$ cat src/rtl/cacheline_adaptor_if.sv
// Cache physical-memory port plus the 64-bit burst memory port, bundled.
// The adaptor takes the slave view; the cache/memory environment takes master.
interface cacheline_adaptor_if #(
    parameter int LINE_WIDTH  = 256,
    parameter int BURST_WIDTH = 64
);
    logic                   pmem_read;
    logic                   pmem_write;
    logic [31:0]            pmem_address;
    logic [LINE_WIDTH-1:0]  pmem_wdata;
    logic [LINE_WIDTH-1:0]  pmem_rdata;
    logic                   pmem_resp;
    logic [31:0]            burst_address;
    logic                   burst_read;
    logic                   burst_write;
    logic [BURST_WIDTH-1:0] burst_wdata;
    logic [BURST_WIDTH-1:0] burst_rdata;
    logic                   burst_resp;

    modport slave (
        input  pmem_read, pmem_write, pmem_address, pmem_wdata,
        output pmem_rdata, pmem_resp,
        output burst_address, burst_read, burst_write, burst_wdata,
        input  burst_rdata, burst_resp
    );

    modport master (
        output pmem_read, pmem_write, pmem_address, pmem_wdata,
        input  pmem_rdata, pmem_resp,
        input  burst_address, burst_read, burst_write, burst_wdata,
        output burst_rdata, burst_resp
    );
endinterface

$ cat src/rtl/cacheline_adaptor.sv
// Turns one cache-line read/write into a fixed four-beat burst on main memory,
// buffering the line locally and pulsing pmem_resp once the last beat lands.
module cacheline_adaptor #(
    parameter int LINE_WIDTH  = 256,
    parameter int BURST_WIDTH = 64
) (
    input  logic                clk,
    input  logic                rst,
    cacheline_adaptor_if.slave  bus
);
    localparam int BEATS = LINE_WIDTH / BURST_WIDTH;
    localparam int CW    = $clog2(BEATS);
    localparam int OFS   = $clog2(LINE_WIDTH / 8);
    localparam logic [CW-1:0] LAST = CW'(BEATS - 1);

    localparam logic [1:0] IDLE  = 2'd0;
    localparam logic [1:0] READ  = 2'd1;
    localparam logic [1:0] WRITE = 2'd2;
    localparam logic [1:0] DONE  = 2'd3;

    logic [1:0]            state_q, state_d;
    logic [CW-1:0]         cnt_q, cnt_d;
    logic [LINE_WIDTH-1:0] buf_q, buf_d;
    logic [31:0]           addr_q, addr_d;

    always_comb begin
        state_d = state_q;
        cnt_d   = cnt_q;
        buf_d   = buf_q;
        addr_d  = addr_q;
        case (state_q)
            IDLE: begin
                // Read has priority if the cache ever raises both.
                if (bus.pmem_read) begin
                    addr_d  = {bus.pmem_address[31:OFS], {OFS{1'b0}}};
                    cnt_d   = '0;
                    state_d = READ;
                end else if (bus.pmem_write) begin
                    addr_d  = {bus.pmem_address[31:OFS], {OFS{1'b0}}};
                    buf_d   = bus.pmem_wdata;
                    cnt_d   = '0;
                    state_d = WRITE;
                end
            end
            READ: begin
                if (bus.burst_resp) begin
                    buf_d[BURST_WIDTH*cnt_q +: BURST_WIDTH] = bus.burst_rdata;
                    cnt_d = cnt_q + 1'b1;
                    if (cnt_q == LAST) state_d = DONE;
                end
            end
            WRITE: begin
                if (bus.burst_resp) begin
                    cnt_d = cnt_q + 1'b1;
                    if (cnt_q == LAST) state_d = DONE;
                end
            end
            default: state_d = IDLE;
        endcase
    end

    always_ff @(posedge clk) begin
        if (rst) begin
            state_q <= IDLE;
            cnt_q   <= '0;
            buf_q   <= '0;
            addr_q  <= '0;
        end else begin
            state_q <= state_d;
            cnt_q   <= cnt_d;
            buf_q   <= buf_d;
            addr_q  <= addr_d;
        end
    end

    assign bus.burst_read    = (state_q == READ);
    assign bus.burst_write   = (state_q == WRITE);
    assign bus.burst_address = addr_q;
    // Beat slice is held steady across stalls because cnt_q only moves on burst_resp.
    assign bus.burst_wdata   = (state_q == WRITE) ? buf_q[BURST_WIDTH*cnt_q +: BURST_WIDTH]
                                                  : '0;
    assign bus.pmem_resp     = (state_q == DONE);
    assign bus.pmem_rdata    = buf_q;
endmodule

$ cat src/flat_wrapper.sv
// flat-port wrapper written by rule: the top's interface ports become plain ports
module cacheline_adaptor_flat 
#(
    parameter int LINE_WIDTH  = 256,
    parameter int BURST_WIDTH = 64
)
  (clk, rst, bus_pmem_read, bus_pmem_write, bus_pmem_address, bus_pmem_wdata, bus_pmem_rdata, bus_pmem_resp, bus_burst_address, bus_burst_read, bus_burst_write, bus_burst_wdata, bus_burst_rdata, bus_burst_resp);
  cacheline_adaptor_if #(.LINE_WIDTH(LINE_WIDTH), .BURST_WIDTH(BURST_WIDTH)) bus_i ();
  input  logic clk;
  input  logic rst;
  input wire logic [$bits(bus_i.pmem_read)-1:0] bus_pmem_read;
  input wire logic [$bits(bus_i.pmem_write)-1:0] bus_pmem_write;
  input wire logic [$bits(bus_i.pmem_address)-1:0] bus_pmem_address;
  input wire logic [$bits(bus_i.pmem_wdata)-1:0] bus_pmem_wdata;
  output wire logic [$bits(bus_i.pmem_rdata)-1:0] bus_pmem_rdata;
  output wire logic [$bits(bus_i.pmem_resp)-1:0] bus_pmem_resp;
  output wire logic [$bits(bus_i.burst_address)-1:0] bus_burst_address;
  output wire logic [$bits(bus_i.burst_read)-1:0] bus_burst_read;
  output wire logic [$bits(bus_i.burst_write)-1:0] bus_burst_write;
  output wire logic [$bits(bus_i.burst_wdata)-1:0] bus_burst_wdata;
  input wire logic [$bits(bus_i.burst_rdata)-1:0] bus_burst_rdata;
  input wire logic [$bits(bus_i.burst_resp)-1:0] bus_burst_resp;
  assign bus_i.pmem_read = bus_pmem_read;
  assign bus_i.pmem_write = bus_pmem_write;
  assign bus_i.pmem_address = bus_pmem_address;
  assign bus_i.pmem_wdata = bus_pmem_wdata;
  assign bus_pmem_rdata = bus_i.pmem_rdata;
  assign bus_pmem_resp = bus_i.pmem_resp;
  assign bus_burst_address = bus_i.burst_address;
  assign bus_burst_read = bus_i.burst_read;
  assign bus_burst_write = bus_i.burst_write;
  assign bus_burst_wdata = bus_i.burst_wdata;
  assign bus_i.burst_rdata = bus_burst_rdata;
  assign bus_i.burst_resp = bus_burst_resp;
  cacheline_adaptor #(.LINE_WIDTH(LINE_WIDTH), .BURST_WIDTH(BURST_WIDTH)) u_core (.clk(clk), .rst(rst), .bus(bus_i));
endmodule
$ cat config.mk
export PLATFORM = sky130hd
export DESIGN_NAME = cacheline_adaptor_flat
export DESIGN_NICKNAME = d
export VERILOG_FILES = /design/src/rtl/cacheline_adaptor_if.sv /design/src/rtl/cacheline_adaptor.sv /design/src/flat_wrapper.sv
export SDC_FILE = /design/constraint.sdc
export NUM_CORES = 1
export LEC_CHECK = 0
export BUFFER_PORTS_ARGS = -buffer_cell sky130_fd_sc_hd__buf_2
export CORE_AREA = 4 4 273 275
export CTS_BUF_LIST = sky130_fd_sc_hd__clkbuf_2 sky130_fd_sc_hd__clkbuf_4 sky130_fd_sc_hd__clkbuf_8
export CTS_CLUSTER_SIZE = 28
export DETAILED_ROUTE_END_ITERATION = 10
export DIE_AREA = 0 0 277 279
export PLACE_DENSITY = 0.51
export SLEW_MARGIN = 30
export SYNTH_ARGS = -nofsm -noshare
export SYNTH_HDL_FRONTEND = slang
export SYNTH_SLANG_ARGS = --single-unit
export TNS_END_PERCENT = 1
$ cat constraint.sdc
create_clock -name clk -period 3.5 [get_ports clk]
set_input_delay 0.7 -clock clk [delete_from_list [all_inputs] [get_ports clk]]
set_output_delay 0.7 -clock clk [all_outputs]
set_load 0.005 [all_outputs]
==> results of run 1 <==
-- power groups by stage --
stage | Combinational (mW) | Sequential [mW] | Clock (mW)
6_report | 5.82 | 5.29 | 3.73
4_1_cts | 5.90 | 5.27 | 3.83
3_5_place_dp | 5.89 | 5.33 | 0
3_3_place_gp | 5.86 | 5.33 | 0
5_1_grt | 6.38 | 5.40 | 3.98
2_1_floorplan | 3.36 | 5.05 | 0
-- flip-flops by register name (all words and copies together) (netlist names) --
signal,flops
u_core.bus.burst_address,27
u_core.state_q,2
u_core.cnt_q,2
u_core.bus.pmem_rdata,256
-- cells by family after synthesis --
logic type,count (synthesis),synth area share (%)
AOI/OAI and AO/OA,296,17.9
adders and majority gates,9,0.795
buffers and inverters,178,5.68
DFF,287,40.5
muxes,65,10.2
other,1,0.0265
and+or+nand+nor,847,24.8
-- per-layer routing --
layer  global-route usage (%)  up-vias
met4                     6.77        6
li1                         -     7301
met5                        0        -
met2                     29.0      786
met3                     4.98      124
met1                     20.9     7638
-- cells in the final DEF, fill, tap and decap left out, types with 2 or more instances in the layout --
master | synthesis | layout
a21o_1 | 2 | 2
nor2b_1 | 3 | 3
dfxtp_1 | 287 | 285
nand2_2 | 10 | 10
nand2b_1 | 3 | 3
diode_2 | 0 | 11
mux4_2 | 64 | 64
buf_12 | 0 | 19
and2_1 | 64 | 64
nand3b_1 | 3 | 3
buf_4 | 6 | 16
a21oi_1 | 29 | 29
a221oi_1 | 64 | 64
buf_2 | 47 | 700
conb_1 | 1 | 5
ha_1 | 9 | 8
nand2_1 | 435 | 435
a311oi_1 | 181 | 181
a311oi_2 | 11 | 11
dfxtp_4 | 0 | 2
clkbuf_8 | 0 | 75
a22oi_2 | 1 | 4
clkbuf_4 | 0 | 18
inv_1 | 4 | 4
nor3_1 | 65 | 65
clkinv_2 | 0 | 4
nor2_1 | 259 | 258
-- worst max-delay path: stages (launching register included) --
cell	delay, ns
dfxtp_4	0.78
buf_12	0.31
mux4_2	0.56
and2_1	0.18
buf_2	0.12
-- final timing paths --
kind	to	slack, ns	depth (start not counted)
setup reg to reg	u_core.bus.pmem_rdata[13]	0.73	6
setup / recovery	bus_burst_wdata[37]	0.16	4
hold / removal	u_core.bus.burst_address[19]	0.31	3
hold reg to reg	u_core.bus.burst_address[21]	0.45	2
-- metrics by stage --
step	setup slack [ns]	hold WS (ns)	std cells
2_1_floorplan	0.853	0.453	1687
3_3_place_gp	0.778	0.441	3209
3_5_place_dp	0.702	0.447	3209
4_1_cts	0.0771	0.242	3308
5_1_grt	0.0122	0.246	3317
6_report	0.156	0.310	3319
-- final cells by class --
type	count	area, sq um
Fill cell	7988	52400
Multi-Input combinational cell	1222	7680
Sequential cell	287	5750
Timing Repair Buffer	736	4020
Tap cell	959	1200
Clock buffer	93	1170
Clock inverter	6	57.6
Antenna cell	11	27.5
Inverter	5	26.3
==> flow_metrics.env, run 1 <==
export IMPL_grt_setup_unrepaired="false"
export IMPL_first_global_vias=15478
export IMPL_synth_top_area_share_pct=40.5
export IMPL_syn_inst=1683
export IMPL_coreArea_sq_um=72300
export IMPL_clkPwrFrac_pct=25.1
export IMPL_die_area_sq_um=77300
export IMPL_synth_seq_cells=287
export IMPL_holdCritStartpoint="bus_pmem_address[19]"
export IMPL_fmax_mhz=299
export IMPL_critical_path_class="register to primary output"
export IMPL_powerDensity_nw_per_um2=745
export IMPL_internal_power_mw=9.02
export IMPL_synth_ff_type="dfxtp_1"
export IMPL_cp_max_fo=27
export IMPL_drt_iter0_markers=1125
export IMPL_finClkSkew_ns=0.0235
export IMPL_fp_dieH_um=279
export IMPL_clock_latency_ns=0.64
export IMPL_area_growth_pct=40.6
export IMPL_cts_hold_buf=0
export IMPL_clk_pin_slew_ns=0.06
export IMPL_route_detailed_drc=0
export IMPL_p_leak_nw=8.77
export IMPL_wl_met1_um=27700
export IMPL_nets=2673
export IMPL_grt_first_pass_wirelength_um=103000
export IMPL_finalHoldViolations=0
export IMPL_tns_ns=0
export IMPL_synth_cell_types=36
export IMPL_tritoncts="yes"
export IMPL_drt_total_wl_um=71000
export IMPL_io_buffers=701
export IMPL_grt_max_degree=121
export IMPL_syn_area_sq_um=14200
export IMPL_routabilityCongestion=0.862
export IMPL_utilization_pct=27.5
export IMPL_cp_data_arrival_time_ns=2.64
export IMPL_timing_rr_start="u_core.cnt_q[0]"
export IMPL_peakVddDrop_v=0.000310
export IMPL_outcome="completed"
export IMPL_cts_buffer_depth=3
export IMPL_setup_viol=0
export IMPL_max_slew_margin_pct=49.9
export IMPL_root_buffer="clkbuf_8"
export IMPL_period_share_pct=95.5
export IMPL_wl_met3_um=6270
export IMPL_hp_class="primary input to register"
export IMPL_p_sw_share_pct=39.2
export IMPL_firstDrtPassIters=5
export IMPL_end_kind="primary output"
export IMPL_h_tree_depth=2
export IMPL_p_total_mw=14.8
export IMPL_hpwl_um=50800
export IMPL_top_layer="met5"
export IMPL_die_x_um=277
export IMPL_report_final_slew_viol_count=0
export IMPL_start_kind="register"
export IMPL_drv_cap=0
export IMPL_top_level_ports=712
export IMPL_clock_sinks=287
export IMPL_power_switching_mw=5.82
export IMPL_ctsResizeCount=0
export IMPL_cp_required_ns=2.80
export IMPL_ys_seq_area_share_pct=40.5
export IMPL_yosys_warnings=0
export IMPL_cts_inserted_buffers=55
export IMPL_track_usage_pct=17.2
export IMPL_syn_mean_instance_area_sq_um=8.42
export IMPL_num_vias=15855
export IMPL_pwr_share_seq_pct=35.6
export IMPL_place_area_sq_um=18700
export IMPL_row_count=99
export IMPL_crit_start="u_core.cnt_q[0]"
export IMPL_antenna_found_initial=15
export IMPL_globalRouteOverflowTotal=0
export IMPL_vias_per_cell=4.78
export IMPL_synth_area_top_cells="dfxtp_1 (41%), nand2_1 (12%), a311oi_1 (11%), mux4_2 (10%), nor2_1 (6.9%)"
export IMPL_tightest_slew_ns=0.751
export IMPL_wl_per_cell_um=21.4
export IMPL_async_flop_share_pct=0
export IMPL_cts_setup_buffers=0
export IMPL_ys_top_cells_by_count="nand2_1 (435), dfxtp_1 (287), nor2_1 (259)"
export IMPL_final_cell_area_sq_um=19900
export IMPL_start_util_pct=19.6
export IMPL_ant_nets=0
export IMPL_synth_most_common_cell="nand2_1"
export IMPL_p_comb_share_pct=39.2
export IMPL_drive_gt1_share_pct=39.8
export IMPL_wl_met2_um=34500
export IMPL_synth_edff_count=0
export IMPL_yosys_area_top_type="dfxtp_1"
export IMPL_layout_min_cycle_time_ns=3.34
Note: power is estimated with default switching activity, not from simulation.
==> run 2: changes to the inputs <==
Settings changed: CORE_AREA 4 4 273 275 to 5 5 274 276, DIE_AREA 0 0 277 279 to 0 0 279 281.
==> run 2 against run 1 <==
Against the previous run:
- design area fell by 0.14%
- clock power fell by 2%
- sequential share of layout area barely moved
- sequential cell count did not move
- worst hold slack improved by 0.016 ns
- critical path type unchanged
- highest routed layer unchanged
==> flow_metrics.env, run 2 (synthesis gave the netlist of run 1 again) <==
export IMPL_io_buffers=701
export IMPL_place_area_sq_um=18700
export IMPL_drive_gt1_share_pct=39.8
export IMPL_whs_path_depth=3
export IMPL_coreArea_sq_um=72300
export IMPL_vias_per_cell=4.74
export IMPL_clock_latency_ns=0.62
export IMPL_ctsResizeCount=0
export IMPL_final_cell_area_sq_um=19900
export IMPL_end_kind="primary output"
export IMPL_finClkSkew_ns=0.0126
export IMPL_drv_cap=0
export IMPL_cts_inserted_buffers=55
export IMPL_drt_iter0_markers=966
export IMPL_tritoncts="yes"
export IMPL_grt_max_degree=134
export IMPL_largest_reg_flops=256
export IMPL_max_slew_margin_pct=37.4
export IMPL_root_buffer="clkbuf_8"
export IMPL_setup_slack_ns=0.514
export IMPL_num_vias=15739
export IMPL_crit_path_end="bus_burst_wdata[32]"
export IMPL_layout_min_cycle_time_ns=2.99
export IMPL_area_growth_pct=40.4
export IMPL_critical_path_class="register to primary output"
export IMPL_cp_data_arrival_time_ns=2.29
export IMPL_nets=2679
export IMPL_globalRouteOverflowTotal=0
export IMPL_firstDrtPassIters=5
export IMPL_rr_endpoint="u_core.bus.pmem_rdata[32]"
export IMPL_routabilityCongestion=0.858
export IMPL_drt_total_wl_um=70700
export IMPL_cts_setup_buffers=0
export IMPL_grt_use_met3_pct=4.85
export IMPL_place_ws_ns=0.885
export IMPL_setup_viol=0
export IMPL_outcome="completed"
export IMPL_timing_rr_start="u_core.state_q[1]"
export IMPL_p_leak_nw=8.78
export IMPL_fmax_mhz=335
export IMPL_ant_nets=0
export IMPL_use_met1_pct=20.2
export IMPL_start_kind="register"
export IMPL_hp_class="primary input to register"
export IMPL_cp_max_fo=38
export IMPL_report_final_slew_viol_count=0
export IMPL_h_tree_depth=2
export IMPL_tns_ns=0
export IMPL_finalHoldViolations=0
export IMPL_die_area_sq_um=78400
export IMPL_route_detailed_drc=0
export IMPL_ff2ff_path_depth=8
export IMPL_hpwl_um=51200
export IMPL_first_global_vias=15720
export IMPL_grt_busiest_layer="met2"
export IMPL_cp_required_ns=2.80
export IMPL_die_x_um=279
export IMPL_cts_buffer_depth=3
export IMPL_peakVddDrop_v=0.000455
export IMPL_grt_setup_unrepaired="false"
export IMPL_period_share_pct=85.3
export IMPL_cts_hold_buf=0
export IMPL_wl_per_cell_um=21.3
export IMPL_reg2reg_slack_ns=0.89
export IMPL_fp_dieH_um=281
export IMPL_track_usage_pct=16.9
export IMPL_top_level_ports=712
export IMPL_grt_first_pass_wirelength_um=103000
export IMPL_start_util_pct=19.6
export IMPL_mostFrequentLayoutCell="buf_2"
export IMPL_clk_pin_slew_ns=0.06
export IMPL_crit_start="u_core.cnt_q[0]"
export IMPL_clock_sinks=287
export IMPL_row_count=99
export IMPL_antenna_found_initial=14
export IMPL_grt_use_met2_pct=28.3
export IMPL_tightest_slew_ns=0.939
export IMPL_powerDensity_nw_per_um2=742
export IMPL_final_cell_mix="buf_2 (700), nand2_1 (435), dfxtp_1 (285)"
==> run 2: cell count changes in the layout (fill, tap and decap cells not counted), sizes merged <==
cell	change
buf	+6
clkinv	-3
diode	-3
clkbuf	+1
==> run 2: area by class of cell <==
cell class / instances / area, sq um
Clock buffer: 94 / 1160
Fill cell: 7956 / 52400
Antenna cell: 8 / 20.0
Sequential cell: 287 / 5750
Timing Repair Buffer: 742 / 4030
Multi-Input combinational cell: 1222 / 7680
Tap cell: 959 / 1200
Inverter: 5 / 26.3
Clock inverter: 3 / 42.5
==> run 2: worst min path at each step <==
stage | slack (ns) | startpoint | endpoint
floorplan | 0.45 | u_core.bus.burst_address[10] | u_core.bus.burst_address[10]
global placement | 0.44 | u_core.bus.burst_address[28] | u_core.bus.burst_address[28]
detailed placement | 0.44 | u_core.bus.burst_address[13] | u_core.bus.burst_address[13]
CTS | 0.24 | bus_pmem_address[7] | u_core.bus.burst_address[7]
global route | 0.26 | bus_pmem_address[13] | u_core.bus.burst_address[13]
finish | 0.33 | bus_pmem_address[24] | u_core.bus.burst_address[24]
==> run 2: power by group <==
group	internal (mW)	switching, mW
Combinational	2.58	3.34
Clock	2.13	1.53
Sequential	4.29	0.896
Total	8.99	5.77
==> run 2: per-stage QoR <==
step	power (mW)	util [%]	hold WS, ns	instances
finish	14.8	27.5	0.325	3320
global route	15.7	27.5	0.261	3319
global placement	11.2	25.8	0.440	3214
floorplan	8.41	-	0.453	1687
detailed placement	11.2	25.8	0.444	3214
CTS	14.9	27.5	0.237	3311
==> run 2: metal layers <==
| layer | vias up | wire [um] |
|---|---|---|
| met5 | - | 61 |
| met4 | 10 | 2980 |
| met3 | 155 | 6420 |
| met2 | 750 | 33900 |
| met1 | 7514 | 27400 |
| li1 | 7310 | - |
==> run 2: worst max-delay path, cell delays in order (launching register included) <==
cell and delay, ns:
dfxtp_4 0.40, buf_12 0.29, mux4_2 0.55, and2_1 0.19, buf_2 0.13
